**src/rtl/wb_port_arbiter.sv**
```systemverilog
// Writeback port arbiter: merges ALU and LSU register-file writes onto one write port.
// LSU has priority, and a saturating starvation counter guarantees the ALU a turn.
`ifndef RISCV_WORD_WIDTH
`define RISCV_WORD_WIDTH 32
`endif
`ifndef GP_REG_COUNT
`define GP_REG_COUNT 32
`endif

module wb_port_arbiter #(
    parameter int unsigned STARVE_LIMIT = 2
) (
    input  logic                              clk,
    input  logic                              rst,
    input  logic                              alu_valid_i,
    input  logic [$clog2(`GP_REG_COUNT)-1:0]  alu_addr_i,
    input  logic [`RISCV_WORD_WIDTH-1:0]      alu_data_i,
    output logic                              alu_ready_o,
    input  logic                              lsu_valid_i,
    input  logic [$clog2(`GP_REG_COUNT)-1:0]  lsu_addr_i,
    input  logic [`RISCV_WORD_WIDTH-1:0]      lsu_data_i,
    output logic                              lsu_ready_o,
    output logic                              rf_write_en_o,
    output logic [$clog2(`GP_REG_COUNT)-1:0]  rf_write_addr_o,
    output logic [`RISCV_WORD_WIDTH-1:0]      rf_write_data_o,
    output logic [2:0]                        starve_cnt_o
);

    localparam int unsigned AddrWidth = $clog2(`GP_REG_COUNT);
    localparam int unsigned DataWidth = `RISCV_WORD_WIDTH;
    localparam logic [2:0]  StarveMax = 3'(STARVE_LIMIT);

    logic                 r_wen;
    logic [AddrWidth-1:0] r_addr;
    logic [DataWidth-1:0] r_data;
    logic [2:0]           r_starve;

    logic                 w_force_alu;
    logic                 w_alu_grant;
    logic                 w_lsu_grant;
    logic                 w_xfer;
    logic                 w_write;
    logic [AddrWidth-1:0] w_sel_addr;
    logic [DataWidth-1:0] w_sel_data;
    logic [2:0]           w_starve_d;

    always_comb begin
        w_force_alu = alu_valid_i && (r_starve == StarveMax);
        w_lsu_grant = !rst && lsu_valid_i && !w_force_alu;
        w_alu_grant = !rst && alu_valid_i && (w_force_alu || !lsu_valid_i);
        w_xfer      = w_alu_grant || w_lsu_grant;
        w_sel_addr  = w_alu_grant ? alu_addr_i : lsu_addr_i;
        w_sel_data  = w_alu_grant ? alu_data_i : lsu_data_i;
        // x0 is hardwired zero: the handshake completes but nothing is written.
        w_write     = w_xfer && (w_sel_addr != '0);

        w_starve_d = '0;
        if (alu_valid_i && !w_alu_grant) begin
            w_starve_d = (r_starve == StarveMax) ? r_starve : r_starve + 3'd1;
        end
    end

    always_ff @(posedge clk) begin
        if (rst) begin
            r_wen    <= 1'b0;
            r_addr   <= '0;
            r_data   <= '0;
            r_starve <= '0;
        end else begin
            r_wen    <= w_write;
            r_starve <= w_starve_d;
            if (w_write) begin
                r_addr <= w_sel_addr;
                r_data <= w_sel_data;
            end
        end
    end

    // Gating with rst drops a write captured just before reset asserted.
    assign rf_write_en_o   = r_wen && !rst;
    assign rf_write_addr_o = rst ? '0 : r_addr;
    assign rf_write_data_o = rst ? '0 : r_data;
    assign alu_ready_o     = w_alu_grant;
    assign lsu_ready_o     = w_lsu_grant;
    assign starve_cnt_o    = r_starve;

endmodule

```
**config.mk**
```make
export PLATFORM = sky130hd
export DESIGN_NAME = wb_port_arbiter
export DESIGN_NICKNAME = d
export VERILOG_FILES = /design/src/rtl/wb_port_arbiter.sv
export SDC_FILE = /design/constraint.sdc
export NUM_CORES = 1
export LEC_CHECK = 0
export CAP_MARGIN = 20
export CORE_AREA = 10 10 67 111
export CTS_CLUSTER_DIAMETER = 30
export DETAILED_ROUTE_END_ITERATION = 6
export DIE_AREA = 0 0 77 121
export PLACE_DENSITY_LB_ADDON = 0.08
export SLEW_MARGIN = 25
export SYNTH_ARGS = -nofsm -noshare
export SYNTH_HDL_FRONTEND = slang
export SYNTH_SLANG_ARGS = --single-unit
```
**constraint.sdc**
```tcl
create_clock -name clk -period 2.6 [get_ports clk]
set_input_delay 0.26 -clock clk [delete_from_list [all_inputs] [get_ports clk]]
set_output_delay 0.26 -clock clk [all_outputs]
set_load 0.01 [all_outputs]
```
==> results.py <==
metrics = {
    "cts": {
        "cts_hold_buf": 0,
        "cts.clk_slew.worst_paths_ns": 0.07,
        "cts_setup_buffers": 0,
        "cts_max_path_buffers": 2,
        "clkSinkCount": 41,
        "cts-root-buf": "clkbuf_8",
        "cts_tree": "done",
        "ctsResizeCount": 0,
        "numCtsBuffers": 5,
        "clkLatencyLatePin_ns": 0.29,
        "cts_max_level": 2,
    },
    "finish": {
        "final_cell_mix": "clkdlybuf4s50_1 (120), dfxtp_1 (41), inv_1 (39), nand2b_1 (34), a21oi_1 (32)",
        "num-nets-final": 449,
        "final_util_pct": 62.9,
        "stdcell_count": 446,
        "final_common_cell": "clkdlybuf4s50_1",
        "areaGrowthSynthToFinish_pct": 67.8,
        "drive_above_1_share_pct": 9.19,
        "nFillCells": 551,
        "n_antenna_cell": 0,
    },
    "synth": {
        "synth_cell_types": 32,
        "async_flop_share_pct": 0,
        "ys_warn_count": 0,
        "ys_ff_latch": 41,
        "seq_area_frac_synth_pct": 39.5,
        "syn_area_mm2": 0.00208,
        "synth_enable_flop_cells": 0,
        "synthFlopType": "dfxtp_1",
        "synthesis.instances": 246,
        "avgSynthCellArea_um2": 8.44,
        "syn_nets": 326,
    },
    "sta": {
        "slew_violations": 0,
        "worst_slew_pin_slew_ns": 0.694,
        "rsz0062_at_grt": "false",
        "fin_crit_sh_pct": 89.1,
        "clock_skew_ns": 0.00359,
        "max_freq_mhz": 431,
        "fin_crit_ns": 2.32,
        "relSlewSlack_pct": 53.3,
        "hold_viol": 0,
        "setup_viol": 0,
        "fin_tns_setup_ns": 0,
        "fin_ws_ns": 0.282,
    },
    "die": {
        "die_x_um": 77,
        "start_util_pct": 37.5,
        "io_pins": 121,
        "rows": 36,
        "die-area_mm2": 0.00932,
        "die_h_um": 121,
        "core_area_mm2": 0.00554,
    },
    "placed_design": {
        "port_buffers": 120,
        "dp_hpwl_um": 5720,
        "gp_congestion": 0.774,
        "dp_cells": 438,
        "dp_worst_setup_slack_ns": 0.225,
    },
    "min_path": {
        "hold_path_class": "reg -> reg",
        "min_path_cells": 1,
    },
    "global_route": {
        "grt_pass1_vias": 2271,
        "grt_use_total_pct": 14.3,
        "grt_max_degree": 27,
        "antenna_found_initial": 0,
        "grt_pass1_wl_um": 11000,
        "grt_overflow_total": 0,
    },
    "critical_path": {
        "cp.arrival_ns": 2.06,
        "critPathKind": "reg -> out",
        "required_ns": 2.34,
        "start_kind": "register",
        "cp_max_fo": 7,
        "crit_path_end_kind": "output port",
        "r2r_cells": 7,
    },
    "job": {
        "drv_cap": 0,
    },
    "power_and_ir_drop": {
        "finalPower_mw": 1.69,
        "peakVddDrop_uv": 397,
        "power.density_mw_per_mm2": 485,
        "p_leak_nw": 1.52,
    },
    "detailed_routing": {
        "wirelength_um": 6880,
        "ant_nets": 0,
        "wl_per_cell_um": 15.4,
        "drtIter0Drc": 51,
        "via_count": 2163,
        "drc": 0,
        "drtPass1Iterations": 6,
        "viasPerCell": 4.85,
    },
    "run_status": {
        "status": "finished clean",
    },
}
[logic make-up (layout without fill, tap and decap cells)]
group / Yosys count / after routing / synth area share, %
adder cells (fa/ha/maj): 2 / 2 / 1.21
AND/OR/NAND/NOR: 64 / 64 / 18.0
multiplexers: 10 / 10 / 5.49
buffers and inverters: 54 / 178 / 11.6
flip-flops: 41 / 41 / 39.5
AO/OA/AOI/OAI: 75 / 75 / 24.2
[synth_stat cells (all sizes together), types with 2 or more instances]
library cell / n / area (um2)
nand2b: 34 / 213
o22ai: 26 / 163
a211oi: 2 / 15.0
a21oi: 32 / 160
nor2: 10 / 37.5
or4: 2 / 18.8
clkbuf: 8 / 30.0
nor4: 2 / 12.5
mux2: 8 / 93.8
mux2i: 2 / 20.0
inv: 39 / 146
nor3: 6 / 30.0
o221ai: 2 / 23.8
ha: 2 / 25.0
buf: 7 / 63.8
dfxtp: 41 / 821
a221oi: 6 / 52.6
nor2b: 8 / 50.1
[power by group]
part | internal, mW | total (mW) | switching [mW]
sequential | 0.697 | 0.715 | 0.0173
combinational | 0.270 | 0.448 | 0.178
clock | 0.313 | 0.526 | 0.213
[sequential cells by signal (all words and copies together) (netlist names)]
signal        flops
r_data           32
r_wen             1
r_addr            5
starve_cnt_o      3
[layout make-up]
type                            count  area (um2)  area share, %
Tap cell                           76        95.1           2.73
Clock buffer                        7        86.3           2.48
Sequential cell                    41         821           23.6
Timing Repair Buffer              131        1280           36.9
Clock inverter                      1        30.0          0.862
Multi-Input combinational cell    151        1020           29.3
Inverter                           39         146           4.20
[path summary, 6_finish.rpt]
path,startpoint,endpoint,slack (ns)
setup reg to reg,starve_cnt_o[0],r_data[7],0.56
setup / recovery,starve_cnt_o[0],alu_ready_o,0.28
hold reg to reg,starve_cnt_o[0],starve_cnt_o[0],0.46
hold / removal,starve_cnt_o[0],starve_cnt_o[0],0.46
[stage by stage]
step | cell area [um2] | hold slack [ns]
floorplan | 2080 | 0.402
global placement | 3370 | 0.447
detailed placement | 3370 | 0.455
CTS | 3480 | 0.472
global route | 3480 | 0.491
finish | 3480 | 0.463
[critical path, cell delays in order (launching register included)]
cell and delay [ns]:
dfxtp_1 0.37, inv_1 0.06, ha_1 0.22, nor2b_1 0.18
o21ai_2 0.33, inv_1 0.10, clkdlybuf4s50_1 0.51
[per-layer routing]
metal / vias to the layer above / part of all wire, % / GRT usage, %
li1: 1088 / - / -
met5: - / 0 / 0
met3: 4 / 6.7 / 4.75
met1: 990 / 38 / 13.8
met2: 81 / 54 / 28.0
met4: 0 / 1.2 / 4.13
No activity file was read; power rests on OpenSTA's default activity.
